### src/rtl/arb_rr4.sv
// Four-requester round-robin arbiter with registered one-hot grant and index.
// Optional hold timeout compiled in with ARB_RR4_TIMEOUT_EN (uses MAX_HOLD).
module arb_rr4 #(
  parameter int MAX_HOLD = 8
) (
  input  logic       clk,
  input  logic       reset,
  input  logic [3:0] req,
  output logic [3:0] grant,
  output logic [1:0] gidx,
  output logic       busy
);

  typedef enum logic {
    S_IDLE  = 1'b0,
    S_GRANT = 1'b1
  } state_t;

  if (MAX_HOLD < 1 || MAX_HOLD > 255) begin : g_bad_max_hold
    $error("arb_rr4: MAX_HOLD must be within 1..255");
  end

  state_t     state_q, state_d;
  logic [1:0] ptr_q, ptr_d;
  logic [1:0] gidx_d;
  logic [3:0] grant_d;
  logic       busy_d;
  logic [1:0] winner;
  logic       any_req;
  logic       force_release;

`ifdef ARB_RR4_TIMEOUT_EN
  localparam logic [7:0] HOLD_LAST = 8'(MAX_HOLD - 1);
  logic [7:0] cnt_q, cnt_d;

  assign force_release = (cnt_q == HOLD_LAST);
`else
  assign force_release = 1'b0;
`endif

  assign any_req = |req;

  // Search starts at ptr and walks upward mod 4; first requester seen wins.
  always_comb begin
    // NOTE: every signal driven here gets a default first, so no path leaves it unassigned and no latch is inferred.
    logic [1:0] idx;
    logic       found;
    winner = ptr_q;
    found  = 1'b0;
    idx    = ptr_q;
    for (int i = 0; i < 4; i++) begin
      idx = ptr_q + 2'(i);
      if (!found && req[idx]) begin
        winner = idx;
        found  = 1'b1;
      end
    end
  end

  always_comb begin
    state_d = state_q;
    ptr_d   = ptr_q;
    gidx_d  = gidx;
    grant_d = grant;
    busy_d  = busy;
`ifdef ARB_RR4_TIMEOUT_EN
    cnt_d   = cnt_q;
`endif
    unique case (state_q)
      S_IDLE: begin
        if (any_req) begin
          state_d = S_GRANT;
          gidx_d  = winner;
          grant_d = 4'b0001 << winner;
          busy_d  = 1'b1;
`ifdef ARB_RR4_TIMEOUT_EN
          cnt_d   = 8'd0;
`endif
        end
      end
      S_GRANT: begin
        // Only the winner's own request matters while a tenure is open.
        if (!req[gidx] || force_release) begin
          state_d = S_IDLE;
          grant_d = 4'b0000;
          busy_d  = 1'b0;
          ptr_d   = gidx + 2'd1;
        end else begin
`ifdef ARB_RR4_TIMEOUT_EN
          cnt_d   = cnt_q + 8'd1;
`endif
        end
      end
      default: begin
        state_d = S_IDLE;
        grant_d = 4'b0000;
        busy_d  = 1'b0;
      end
    endcase
  end

  // NOTE: state is updated with non-blocking assignments so every register samples pre-edge values.
  always_ff @(posedge clk) begin
    // NOTE: reset is synchronous and covers only these few flops; there is no storage array to clear.
    if (reset) begin
      state_q <= S_IDLE;
      ptr_q   <= 2'd0;
      gidx    <= 2'd0;
      grant   <= 4'b0000;
      busy    <= 1'b0;
`ifdef ARB_RR4_TIMEOUT_EN
      cnt_q   <= 8'd0;
`endif
    end else begin
      state_q <= state_d;
      ptr_q   <= ptr_d;
      gidx    <= gidx_d;
      grant   <= grant_d;
      busy    <= busy_d;
`ifdef ARB_RR4_TIMEOUT_EN
      cnt_q   <= cnt_d;
`endif
    end
  end

endmodule

### config.mk
export PLATFORM = sky130hd
export DESIGN_NAME = arb_rr4
export DESIGN_NICKNAME = d
export VERILOG_FILES = /design/src/rtl/arb_rr4.sv
export SDC_FILE = /design/constraint.sdc
export NUM_CORES = 1
export LEC_CHECK = 0
export BUFFER_PORTS_ARGS = -buffer_cell sky130_fd_sc_hd__buf_2
export CAP_MARGIN = 0
export CORE_AREA = 2 2 39 41
export CTS_BUF_LIST = sky130_fd_sc_hd__clkbuf_8
export CTS_CLUSTER_DIAMETER = 80
export DETAILED_ROUTE_END_ITERATION = 12
export DIE_AREA = 0 0 41 43
export HOLD_SLACK_MARGIN = 0.03
export SYNTH_ARGS = -nofsm -noshare
export SYNTH_HDL_FRONTEND = slang
export SYNTH_SLANG_ARGS = --single-unit
export TNS_END_PERCENT = 100
### constraint.sdc
create_clock -name clk -period 2.7 [get_ports clk]
set_input_delay 0.27 -clock clk [delete_from_list [all_inputs] [get_ports clk]]
set_output_delay 0.27 -clock clk [all_outputs]
set_load 0.02 [all_outputs]
==> results of run 1 <==
where the power goes:
part / leakage, uW / internal (uW) / switching (uW)
combinational: 0.000155 / 41.2 / 56.3
clock: 0.0000216 / 97.4 / 56.0
sequential: 0.0000823 / 162 / 12.9
total: 0.000259 / 301 / 125
flip-flops by register name, summed over array words and instances (netlist names):
| register | count |
|---|---|
| grant | 4 |
| gidx | 2 |
| ptr_q | 2 |
| busy | 1 |
| state_q | 1 |
layout make-up:
type	count	area (um2)	area share, %
multi-input combinational	52	319	49.8
sequential	10	200	31.3
timing repair buffer	12	60.1	9.38
clock buffer	3	41.3	6.45
tap	16	20.0	3.13
cells by family (layout without fill, tap and decap cells):
group	count (synthesis)	in the layout	share of synthesized area [%]
buffers and inverters	1	15	0.717
multiplexers	3	3	6.22
XOR/XNOR	1	1	1.67
AND/OR/NAND/NOR	31	31	29.4
AO/OA/AOI/OAI	17	17	23.7
flip-flops	10	10	38.3
worst paths after layout:
| kind | from | endpoint | depth (start not counted) |
|---|---|---|---|
| setup / recovery | gidx[1] | grant[3] | 5 |
| hold / removal | reset | grant[0] | 2 |
| setup reg to reg | gidx[1] | grant[3] | 5 |
| hold reg to reg | grant[1] | grant[1] | 2 |
critical path, stage by stage (launching register included):
cell and delay [ns]:
dfxtp_1 0.41, mux2_2 0.39, o22ai_2 0.28, nor2_2 0.09, a32oi_1 0.16, nor2_1 0.05
cells in the mapped netlist, drive strengths merged (2+ instances only):
library cell   n
nor3           2
mux2           2
nor2           8
a21oi          7
nand2b         2
nor2b          4
dfxtp         10
o21ai          3
nand3b         2
nand2         10
routing by layer:
| metal | global-route usage (%) | vias up | wire (um) |
|---|---|---|---|
| li1 | - | 254 | - |
| met1 | 19.3 | 218 | 533 |
| met2 | 20.0 | 10 | 492 |
| met3 | 6.28 | 2 | 54 |
| met4 | 12.0 | 0 | 20 |
| met5 | 0 | - | 0 |
metrics by stage:
stage | area [um2] | hold WS, ns | std cells | setup WS [ns]
2_1_floorplan | 523 | 0.484 | 63 | 1.19
3_3_place_gp | 599 | 0.448 | 90 | 1.20
3_5_place_dp | 599 | 0.444 | 90 | 1.20
4_1_cts | 641 | 0.326 | 93 | 1.19
5_1_grt | 641 | 0.337 | 93 | 1.11
6_report | 641 | 0.329 | 93 | 1.20
==> results.sh, run 1 <==
export IMPL_outcome="finished, final reports clean"
export IMPL_ys_warn_count=0
export IMPL_num_antenna_cells=0
export IMPL_vdd_drop_max_mv=0.318
export IMPL_dp_hpwl_um=780
export IMPL_drt_iter0_markers=9
export IMPL_final_cell_mix="buf_2, nand2_1, dfxtp_1"
export IMPL_drc_errors=0
export IMPL_nFillCells=137
export IMPL_grt_overflow_total=0
export IMPL_start_util_pct=37.8
export IMPL_grt_max_degree=11
export IMPL_final_common_cell="buf_2"
export IMPL_grt_pass1_wl_um=1720
export IMPL_cp_required_ns=2.82
export IMPL_cts_hold_buf=0
export IMPL_syn_cell_area_um2=523
export IMPL_p_per_area_mw_per_mm2=665
export IMPL_cts_setup_buffers=0
export IMPL_cts_tree="yes"
export IMPL_worst_setup_hold_path_clk_slew_ns=0.05
export IMPL_end_kind="flop"
export IMPL_viasPerCell=5.20
export IMPL_synth_edf_count=0
export IMPL_setup_viol=0
export IMPL_cap_violations=0
export IMPL_synth_main_ff_cell="dfxtp_1"
export IMPL_rows=14
export IMPL_die_w_um=41
export IMPL_hold_violations=0
export IMPL_htreeDepth=1
export IMPL_core_area_mm2=0.00138
export IMPL_yosysSeqAreaShare_pct=38.3
export IMPL_syn_nets=69
export IMPL_fmax_mhz=667
export IMPL_cts_buffers_inserted=3
export IMPL_insertion_delay_ns=0.23
export IMPL_setup_tns_final_ns=0
export IMPL_clock_skew_ns=0.000465
export IMPL_dieHeight_um=43
export IMPL_antenna_found_initial=0
export IMPL_synth_top_area_share_pct=38.3
export IMPL_grt_total_usage_pct=15.4
export IMPL_clkSinkCount=10
export IMPL_port_buffers=12
export IMPL_area_delta_synth_final_pct=22.5
export IMPL_crit_fanout=5
export IMPL_drtAntennaViolNets=0
export IMPL_slew_headroom_pct=69.1
export IMPL_fin_util_pct=46.3
export IMPL_cts_root_buf="clkbuf_8"
export IMPL_vias=484
export IMPL_ys_types=27
export IMPL_netlist_top_cells_area="dfxtp_1, nand2_1, a21oi_1"
export IMPL_nets=85
export IMPL_cp_data_arrival_time_ns=1.62
export IMPL_routedWlPerCell_um=11.8
export IMPL_first_global_vias=392
export IMPL_synth_seq_cells=10
export IMPL_gp_congestion=0.736
export IMPL_rrSetupSlack_ns=1.20
export IMPL_fin_crit_ns=1.50
export IMPL_layout_drive_gt1_share_pct=28.6
export IMPL_critPathLaunchType="flop"
export IMPL_worst_setup_path_type="flop to flop"
export IMPL_yosysTopAreaCell="dfxtp_1"
export IMPL_wl_um=1100
export IMPL_leakagePower_uw=0.000259
export IMPL_hp_class="primary input to flop"
export IMPL_cts_max_path_buffers=2
export IMPL_rsz0062_at_grt="no"
export IMPL_tightest_slew_ns=0.459
export IMPL_synthArstFlopShare_pct=0
export IMPL_ioPinCount=13
export IMPL_ctsResizeCount=0
export IMPL_fin_crit_sh_pct=55.5
export IMPL_syn_avg_cell_area_um2=8.30
export IMPL_die_area_mm2=0.00176
export IMPL_drv_slew=0
export IMPL_netlist_instances=63
export IMPL_drt_first_pass_iters=3
export IMPL_power_uw=426
Note: power is estimated with default switching activity, not from simulation.
==> run 2: changes to the inputs <==
==> constraint.sdc (replaced) <==
create_clock -name clk -period 1.3 [get_ports clk]
set_input_delay 0.13 -clock clk [delete_from_list [all_inputs] [get_ports clk]]
set_output_delay 0.13 -clock clk [all_outputs]
set_load 0.02 [all_outputs]
==> run 2 against run 1 <==
Setup slack got worse by 1.2 ns. Fmax rose by 17%. Routed wire length rose by 7.4%. Design area rose by 14%. Global-route usage fell by 0.19 points. Power rose by 120%. Largest power group unchanged. Critical path type unchanged. Via count rose by 4.8%. Sequential share of layout area fell by 2.9 points. Critical path depth did not move. Sequential power rose by 110%. Die area did not move. Largest cell class unchanged. Cell count rose by 6.5%.
==> results.sh, run 2 (synthesis gave the netlist of run 1 again) <==
export IMPL_outcome="finished, final reports clean"
export IMPL_crit_fanout=4
export IMPL_grt_total_usage_pct=15.3
export IMPL_final_common_cell="buf_2"
export IMPL_hp_class="primary input to flop"
export IMPL_cts_root_buf="clkbuf_8"
export IMPL_largest_reg_flops=4
export IMPL_fin_crit_sh_pct=98.3
export IMPL_cp_data_arrival_time_ns=1.39
export IMPL_clock_skew_ns=0.00542
export IMPL_grt_pass1_wl_um=1810
export IMPL_final_cells=99
export IMPL_core_area_mm2=0.00138
export IMPL_setup_viol=0
export IMPL_drt_iter0_markers=19
export IMPL_first_global_vias=437
export IMPL_wl_um=1180
export IMPL_start_util_pct=37.8
export IMPL_cap_violations=0
export IMPL_reg2reg_from="gidx[1]"
export IMPL_num_antenna_cells=0
export IMPL_layout_drive_gt1_share_pct=41.0
export IMPL_drtAntennaViolNets=0
export IMPL_worst_hold_path_endpoint="grant[0]"
export IMPL_ioPinCount=13
export IMPL_clkSinkCount=10
export IMPL_worstHoldStart="reset"
export IMPL_vias=507
export IMPL_htreeDepth=1
export IMPL_rows=14
export IMPL_rsz0062_at_grt="yes"
export IMPL_die_w_um=41
export IMPL_dieHeight_um=43
export IMPL_grt_overflow_total=0
export IMPL_leakagePower_uw=0.000303
export IMPL_fmax_mhz=782
export IMPL_nets=90
export IMPL_routedWlPerCell_um=11.9
export IMPL_reg_largest_list="grant: 4 flops, gidx: 2 flops, ptr_q: 2 flops"
export IMPL_cts_max_path_buffers=2
export IMPL_final_area_um2=728
export IMPL_fin_util_pct=52.6
export IMPL_fin_crit_ns=1.28
export IMPL_insertion_delay_ns=0.23
export IMPL_drc_errors=0
export IMPL_worst_setup_path_type="flop to flop"
export IMPL_viasPerCell=5.12
export IMPL_cpPeakStageDelay_ns=0.36
export IMPL_dp_cells=95
export IMPL_place_area_um2=656
export IMPL_end_kind="flop"
export IMPL_path_cells="mux2_4, o22ai_4, nor2_2, a32oi_1, nor2_1"
export IMPL_critPathLaunchType="flop"
export IMPL_drv_slew=0
export IMPL_power_uw=938
export IMPL_cpMaxStageDelayCell="dfxtp_4"
export IMPL_port_buffers=12
export IMPL_whs_ns=0.179
export IMPL_gp_congestion=0.765
export IMPL_r2r_end="grant[3]"
export IMPL_worst_setup_hold_path_clk_slew_ns=0.05
export IMPL_p_per_area_mw_per_mm2=1290
export IMPL_slew_headroom_pct=74.9
export IMPL_largest_register="grant"
export IMPL_cts_buffers_inserted=3
export IMPL_die_area_mm2=0.00176
export IMPL_drt_first_pass_iters=4
export IMPL_grt_max_degree=11
export IMPL_cp_required_ns=1.42
export IMPL_cts_tree="yes"
export IMPL_cts_hold_buf=0
export IMPL_rrSetupSlack_ns=0.02
export IMPL_worstHoldPathCells=2
export IMPL_area_delta_synth_final_pct=39.2
export IMPL_dp_hpwl_um=857
export IMPL_vdd_drop_max_mv=0.762
export IMPL_final_cell_mix="buf_2, nand2_1, dfxtp_1"
export IMPL_antenna_found_initial=0
export IMPL_rr_worst_depth=5
export IMPL_tightest_slew_ns=0.373
export IMPL_hold_violations=0
run 2: timing repair:
item,CTS,global route
pin swaps,1,0
setup endpoints to repair,3,5
gates resized for setup,0,7
buffers inserted,0,0
run 2: worst max-delay path by stage:
stage / slack (ns) / cells after the start / end / startpoint
2_1_floorplan: 0.01 / 5 / grant[3] / gidx[1]
3_3_place_gp: -0.01 / 6 / grant[0] / req[0]
3_5_place_dp: -0.02 / 4 / grant[0] / ptr_q[1]
4_1_cts: 0.003 / 4 / grant[0] / ptr_q[1]
5_1_grt: -0.04 / 5 / grant[3] / gidx[1]
6_report: 0.02 / 5 / grant[3] / gidx[1]
run 2: per-stage QoR:
step | worst slack, ns | TNS, ns
finish | 0.0220 | 0
global route | -0.0407 | -0.0725
CTS | 0.00294 | 0
detailed placement | -0.0163 | -0.0322
global placement | -0.0137 | -0.0156
floorplan | 0.0119 | 0
run 2: power by group:
group / internal [uW] / switching (uW)
Clock: 206 / 117
Sequential: 339 / 26.7
Combinational: 116 / 134
Total: 661 / 278
run 2: worst max-delay path, delay by kind of cell, from the launching register on:
kind / cells / cell delay [ns]
DFF: 1 / 0.36
AOI/OAI and AO/OA: 2 / 0.35
muxes: 1 / 0.32
and+or+nand+nor: 2 / 0.14
run 2: area by class of cell:
type | count | area [um2]
sequential | 10 | 206
clock buffer | 3 | 41.3
clock inverter | 1 | 3.75
tap | 16 | 20.0
fill | 137 | 656
timing repair buffer | 17 | 97.6
multi-input combinational | 52 | 359
run 2: metal layers:
layer,track usage [%],vias up,wire length [um]
met5,0,-,0
met4,10.0,0,15
met3,3.14,2,61
met2,20.9,14,536
met1,20.7,227,568
li1,-,264,-
